===== src/rtl/dot_mac_pipe.sv =====
// Pipelined N-tap signed dot-product MAC: product leaves, registered adder tree, accumulator stage.
// Optional macro DOT_MAC_SAT_EN: saturate the scaled output and add sat_flag_out.
module dot_mac_pipe #(
    parameter int unsigned A_WIDTH           = 16,
    parameter int unsigned B_WIDTH           = 16,
    parameter int unsigned N_TAPS            = 9,
    parameter int unsigned ACCUMULATOR_WIDTH = 32,
    parameter int unsigned OUTPUT_WIDTH      = 16,
    parameter int unsigned OUTPUT_SCALE      = 0
) (
    input  logic                                clk,
    input  logic                                arst_n_in,
    input  logic                                input_valid,
    input  logic                                stall_in,
    input  logic                                accumulate_internal,
    input  logic                                psum_en,
    input  logic signed [ACCUMULATOR_WIDTH-1:0] partial_sum_in,
    input  logic        [N_TAPS*A_WIDTH-1:0]    a_in,
    input  logic        [N_TAPS*B_WIDTH-1:0]    b_in,
    output logic        [OUTPUT_WIDTH-1:0]      out,
    output logic                                out_valid
`ifdef DOT_MAC_SAT_EN
    ,
    output logic                                sat_flag_out
`endif
);

    localparam int unsigned NumLeaves = N_TAPS + 1;
    localparam int unsigned TreeDepth = $clog2(NumLeaves);
    localparam int unsigned NumPad    = 1 << TreeDepth;
    localparam int unsigned NumNodes  = 2 * NumPad - 1;
    localparam int unsigned LeafBase  = NumPad - 1;
    localparam int unsigned ProdWidth = A_WIDTH + B_WIDTH;

    typedef logic signed [ACCUMULATOR_WIDTH-1:0] acc_t;

    logic signed [ProdWidth-1:0] a_ext [N_TAPS];
    logic signed [ProdWidth-1:0] b_ext [N_TAPS];
    logic signed [ProdWidth-1:0] prod  [N_TAPS];

    // Heap-ordered tree: node i has children 2i+1 and 2i+2, root at 0, leaves from LeafBase.
    // Every node is registered, so each tree level is one pipeline stage.
    acc_t tree_d [NumNodes];
    acc_t tree_q [NumNodes];

    logic [TreeDepth:0]    valid_q;
    logic [TreeDepth:0]    flag_q;
    acc_t                  acc_d;
    acc_t                  acc_q;
    logic [OUTPUT_WIDTH-1:0] out_d;
    logic [OUTPUT_WIDTH-1:0] out_q;
    logic                  out_valid_q;

`ifdef DOT_MAC_SAT_EN
    localparam acc_t SatMax = acc_t'((64'sd1 <<< (OUTPUT_WIDTH - 1)) - 64'sd1);
    localparam acc_t SatMin = ~SatMax;

    acc_t shifted;
    logic clipped;
    logic sat_q;
`endif

    always_comb begin
        for (int k = 0; k < int'(N_TAPS); k++) begin
            a_ext[k] = ProdWidth'($signed(a_in[k*A_WIDTH +: A_WIDTH]));
            b_ext[k] = ProdWidth'($signed(b_in[k*B_WIDTH +: B_WIDTH]));
            prod[k]  = a_ext[k] * b_ext[k];
        end
    end

    always_comb begin
        for (int i = 0; i < int'(NumNodes); i++) begin
            tree_d[i] = '0;
        end
        for (int i = 0; i < int'(LeafBase); i++) begin
            tree_d[i] = tree_q[2*i+1] + tree_q[2*i+2];
        end
        for (int k = 0; k < int'(N_TAPS); k++) begin
            tree_d[LeafBase+k] = acc_t'(prod[k]);
        end
        tree_d[LeafBase+N_TAPS] = psum_en ? partial_sum_in : '0;
    end

    always_comb begin
        acc_d = (flag_q[TreeDepth] ? acc_q : '0) + tree_q[0];
`ifdef DOT_MAC_SAT_EN
        shifted = acc_d >>> OUTPUT_SCALE;
        clipped = 1'b0;
        out_d   = shifted[OUTPUT_WIDTH-1:0];
        if (shifted > SatMax) begin
            out_d   = SatMax[OUTPUT_WIDTH-1:0];
            clipped = 1'b1;
        end else if (shifted < SatMin) begin
            out_d   = SatMin[OUTPUT_WIDTH-1:0];
            clipped = 1'b1;
        end
`else
        out_d = OUTPUT_WIDTH'(acc_d >>> OUTPUT_SCALE);
`endif
    end

    always_ff @(posedge clk) begin
        if (!arst_n_in) begin
            for (int i = 0; i < int'(NumNodes); i++) begin
                tree_q[i] <= '0;
            end
            valid_q     <= '0;
            flag_q      <= '0;
            acc_q       <= '0;
            out_q       <= '0;
            out_valid_q <= 1'b0;
`ifdef DOT_MAC_SAT_EN
            sat_q       <= 1'b0;
`endif
        end else if (!stall_in) begin
            tree_q      <= tree_d;
            valid_q     <= {valid_q[TreeDepth-1:0], input_valid};
            flag_q      <= {flag_q[TreeDepth-1:0], accumulate_internal};
            out_valid_q <= valid_q[TreeDepth];
`ifdef DOT_MAC_SAT_EN
            sat_q       <= 1'b0;
`endif
            // Bubbles leave acc and out untouched; only valid tokens update them.
            if (valid_q[TreeDepth]) begin
                acc_q <= acc_d;
                out_q <= out_d;
`ifdef DOT_MAC_SAT_EN
                sat_q <= clipped;
`endif
            end
        end
    end

    assign out       = out_q;
    assign out_valid = out_valid_q;
`ifdef DOT_MAC_SAT_EN
    assign sat_flag_out = sat_q;
`endif

endmodule

===== config.mk =====
export PLATFORM = sky130hd
export DESIGN_NAME = dot_mac_pipe
export DESIGN_NICKNAME = d
export VERILOG_FILES = /design/src/rtl/dot_mac_pipe.sv
export SDC_FILE = /design/constraint.sdc
export NUM_CORES = 2
export LEC_CHECK = 0
export ABC_CLOCK_PERIOD_IN_PS = 6970
export CAP_MARGIN = 5
export CORE_MARGIN = 10
export CORE_UTILIZATION = 35
export DETAILED_ROUTE_END_ITERATION = 8
export SYNTH_ARGS = -nofsm -noshare
export SYNTH_HDL_FRONTEND = slang
export SYNTH_SLANG_ARGS = --single-unit

===== constraint.sdc =====
create_clock -name clk -period 6.97 [get_ports clk]
set_clock_uncertainty 0.2 [all_clocks]
set_input_delay 1.394 -clock clk [delete_from_list [all_inputs] [get_ports clk]]
set_output_delay 1.394 -clock clk [all_outputs]
set_load 0.01 [all_outputs]

Yosys cells after proc, flatten, opt, wreduce, memory -nomap -nowiden

Cells that the tools add are included.

Add/sub/neg operators: 10
Multiply operators: 9
Multiplexer cells: 2
Bitwise logic cells: 1
Reduce and logical (&&, ||, !) cells: 1

Operators by type and width:

| cell             | count |
|---|---|
| $add 32x32->32   | 10 |
| $mul 16x16->32   | 9 |
| $mux 32          | 2 |
| $reduce_and 2->1 | 1 |
| $not 1->1        | 1 |

Bits in registers: 731
Input port bits: 326
Output and inout port bits: 17
Word-level logic and storage cells: 49

Logic depth before layout (Yosys ltp)

Word-level depth: 2
Gate-level depth with buffers: 23
Gate-level depth less buffers: 22

Worst setup path after synthesis

Ideal clock, no wire load.

Path type: in2reg
From: in a_in[118]
To: reg tree_q[271] in the netlist's numbering
Library setup time: 0.128 ns
Data arrival time: 6.180 ns
Required time: 6.642 ns
Path slack: 0.462 ns
Stages on the path: 20
Path buffers: 1
Cell sequence: clkbuf_1 and2_1 fa_1 inv_1 fa_1 fa_1 inv_1 fa_1 fa_1 inv_1 fa_1 inv_1 ha_1 nand2_1 nor2_1 a211oi_1 o21bai_1 a21oi_1 xnor2_1 o21ai_0

Cells in the longest elaborated chain, start to end: 1

Ends and longest elaborated chain:

| element              | line | RTL |
|---|---|---|
| from (decl)          | 18   | `input logic [N_TAPS*A_WIDTH-1:0] a_in,` |
| $mul 16x16->32       | 67   | `prod[k] = a_ext[k] * b_ext[k];` |
| to (signal assigned) | 116  | `tree_q <= tree_d;` |
| to (decl)            | 44   | `acc_t tree_q [NumNodes];` |

No other way between the ends.
A chain may end at the register's enable or synchronous reset.

Worst setup path in the final report

From: in b_in[116]
To: reg tree_q[267] in the netlist's numbering

Cells in the longest elaborated chain, start to end: 1

Ends and longest elaborated chain:

| element        | line | RTL |
|---|---|---|
| from (decl)    | 19   | `input logic [N_TAPS*B_WIDTH-1:0] b_in,` |
| $mul 16x16->32 | 67   |  |

No other way between the ends.

==> results.ini <==
[run_status]
outcome = complete, no violations

[critical_path]
path_cells = clkdlybuf4s50_1 -> buf_4 -> buf_4 -> and2_1 -> fa_1 -> fa_1 -> ha_1 -> inv_1 -> fa_1 -> fa_1 -> fa_1 -> inv_1 -> ha_1 -> o21a_1 -> o21ai_0 -> buf_4 -> inv_1 -> a21oi_1 -> xor2_1 -> buf_4 -> nor2_1 -> a21oi_1 -> nor2_1
r2r-end = acc_q[14]$_SDFFE_PN0P_
cpMostUsedCell = fa_1
r2r_slack_ns = 3.57
crit_family = adder cells
r2r-start = flag_q[4]$_SDFFE_PN0N_
crit_slowest_cell = fa_1
worstPathArrival_ns = 6.95
critical_path_buf_inv_count = 8
crit_path_max_incr_delay_ns = 0.56
required_ns = 7.19
cp_max_fo = 5
reg2regPathDepth = 12
critPathLaunchType = input pin
cp-end-kind = flop
critPathKind = input pin to flop

[sta]
setup_total_negative_slack_ns = 0
slew_viol_final = 0
worst_pin_slew_ns = 0.928
final-setup-viol-count = 0
fin_crit_sh = 0.966
max_freq_mhz = 149
final-hold-violation-count = 0
slew_headroom = 0.381
worst_slack_ns = 0.237
hold_ws_ns = 0.259
period_needed_ns = 6.73

[placed_design]
place_area_um2 = 64600
post-place-ws_ns = -0.362
numPortBuffers = 326
place_inst = 9299
globalplace.congestion = 0.917
dp_hpwl_mm = 122

[worst_hold_path]
hold_path.class = flop to flop
hold_path_end = tree_q[623]$_SDFFE_PN0N_
min_from = tree_q[623]$_SDFFE_PN0N_
hold_depth = 2

[yosys]
ys_ff_latch = 363
synth_area_um2 = 55900
ys_warn_count = 0
ys_async_sr_fraction = 0
ys_seq_area_frac = 0.130
yosysTopAreaCellShare = 0.258
synth_area_per_cell_um2 = 8.38
synth.largest_area_cell = fa_1
netlist_instances = 6680
synth_fp_nets = 8426
ys_types = 62
dominantRegCellSynth = dfxtp_1
synth_edf_count = 0
synthTopCellsByArea = fa_1 26%, ha_1 16%, dfxtp_1 13%

[global_route]
antenna_found_initial = 14
overflow = 0
first_global_vias = 46132
grt.total_usage = 0.163
grt_max_degree = 172
grt_pass1_wl_mm = 238

[detailed_routing]
drc_errors = 0
drtIter0Drc = 2127
via_per_inst = 4.73
drt_first_pass_iters = 6
num_vias = 44342
antenna_left = 0
wire_per_inst_um = 15.3
routed_wl_mm = 144

[pwr]
peakVddDrop_mv = 0.343
power.density_nw_per_um2 = 378
power_mw = 25.1
p_leak_nw = 32.7

[clocking]
numCtsBuffers = 42
clkTransAtPathRegs_ns = 0.06
htreeDepth = 2
cts_root_buf = clkbuf_16
clk_path_buf_depth = 3
clock_latency_ns = 0.58
clock_sinks = 363
cts_tree = done

[die]
rows = 146
initial_core_util = 0.353
die_w_um = 420
core_region_area_um2 = 159000
ioPinCount = 343
die_h_um = 420
dieArea_um2 = 176000

[final_layout]
final_cells = 9382
syn2layout_area_growth_pct = 18.3
fin_area_um2 = 66200
drive_gt1_frac = 0.0787
layout.nets = 9018
finish.utilization = 0.418
fillers = 15825

[flow_run]
drv_cap = 0

==> final cells by class <==
type | count | area [µm²] | share of cell area
Timing Repair Buffer | 798 | 6990 | 0.106
Sequential cell | 363 | 7270 | 0.110
Inverter | 1194 | 4490 | 0.0678
Clock buffer | 56 | 1210 | 0.0184
Antenna cell | 6 | 15.0 | 0.000227
Clock inverter | 20 | 359 | 0.00542
Tap cell | 2072 | 2590 | 0.0392
Multi-Input combinational cell | 4873 | 43300 | 0.654
==> how the worst max path moves through the flow <==
stage	slack, ns	end	cells past startpoint	from
floorplan	0.46	tree_q[271]$_SDFFE_PN0N_	20	a_in[118]
global placement	-0.32	tree_q[431]$_SDFFE_PN0N_	21	b_in[36]
detailed placement	-0.36	tree_q[335]$_SDFFE_PN0N_	20	a_in[86]
CTS	0.25	tree_q[335]$_SDFFE_PN0N_	20	a_in[86]
global route	-0.009	tree_q[269]$_SDFFE_PN0N_	22	b_in[115]
finish	0.24	tree_q[267]$_SDFFE_PN0N_	23	b_in[116]
==> synthesized netlist by cell type, types with 5 or more instances <==
master	instances
inv_1	1193
a21o_1	66
nor2_1	420
o211ai_1	19
and3_1	21
a211oi_1	29
a21boi_0	13
nor4_1	12
o22ai_1	9
or3_1	32
nor3_1	65
a31oi_1	16
o21bai_1	18
nand3_1	42
xnor2_1	351
a21oi_1	223
nand3b_1	11
o31ai_1	9
buf_1	13
ha_1	699
mux2i_1	144
nand2b_1	33
nor3b_1	5
a22oi_1	16
o31a_1	8
o21ai_0	157
clkbuf_1	228
nor2b_1	48
nand4_1	12
dfxtp_1	363
or2_2	11
xor2_1	109
o21a_1	52
a2111o_1	6
buf_2	9
nand2_1	841
and2_1	586
fa_1	721
o41ai_1	13
==> sequential cells by signal, indices dropped and copies added (netlist names) <==
signal	cells
acc_q	16
flag_q	5
out_valid	1
tree_q	336
valid_q	5
==> kinds of logic (layout without fill, tap and decap cells) <==
group                    after synthesis  in the layout  synth area share
XOR/XNOR                             460            460            0.0720
buffers and inverters               1444           2068            0.0971
AND/OR/NAND/NOR                     2156           2156             0.183
multiplexers                         148            148            0.0266
flip-flops                           363            363             0.130
adder cells (fa/ha/maj)             1420           1420             0.414
other                                  0              6                 0
AO/OA/AOI/OAI                        689            689            0.0767
==> what timing repair did <==
item	in CTS	in global routing
hold endpoints to repair	0	0
hold buffers	0	0
setup buffers	0	0
setup endpoints to repair	0	4
resized for setup	0	7
==> routing by layer <==
layer | part of all wire | wire length [µm] | vias up | track usage
li1 | - | - | 21974 | -
met1 | 0.47 | 67000 | 21468 | 0.221
met2 | 0.48 | 68800 | 741 | 0.280
met3 | 0.035 | 4980 | 157 | 0.0148
met4 | 0.022 | 3140 | 2 | 0.0358
met5 | 0.00014 | 20 | - | 0
==> power breakdown <==
| group | internal (mW) | switching [mW] | total, mW |
|---|---|---|---|
| Clock | 1.56 | 0.941 | 2.50 |
| Combinational | 9.67 | 10.1 | 19.8 |
| Sequential | 2.48 | 0.309 | 2.79 |
| Total | 13.7 | 11.3 | 25.1 |
==> tightest hold or removal path: cells and delay by family (launching register included) <==
kind	cells	cell delay [ns]
AOI/OAI and AO/OA	1	0.05
and+or+nand+nor	1	0.05
DFF	1	0.33
==> cells in the final DEF, fill, tap and decap left out, types with 21 or more instances in the layout <==
cell type	n
inv_1	1193
nand2_1	841
fa_1	721
ha_1	699
and2_1	585
buf_4	459
nor2_1	420
dfxtp_1	363
xnor2_1	350
clkdlybuf4s50_1	321
a21oi_1	222
o21ai_0	157
mux2i_1	144
xor2_1	109
a21o_1	66
nor3_1	65
o21a_1	52
nor2b_1	48
clkbuf_16	43
nand3_1	42
or3_1	32
nand2b_1	32
a211oi_1	28
and3_1	21
Power figures use the tool's default switching activity.
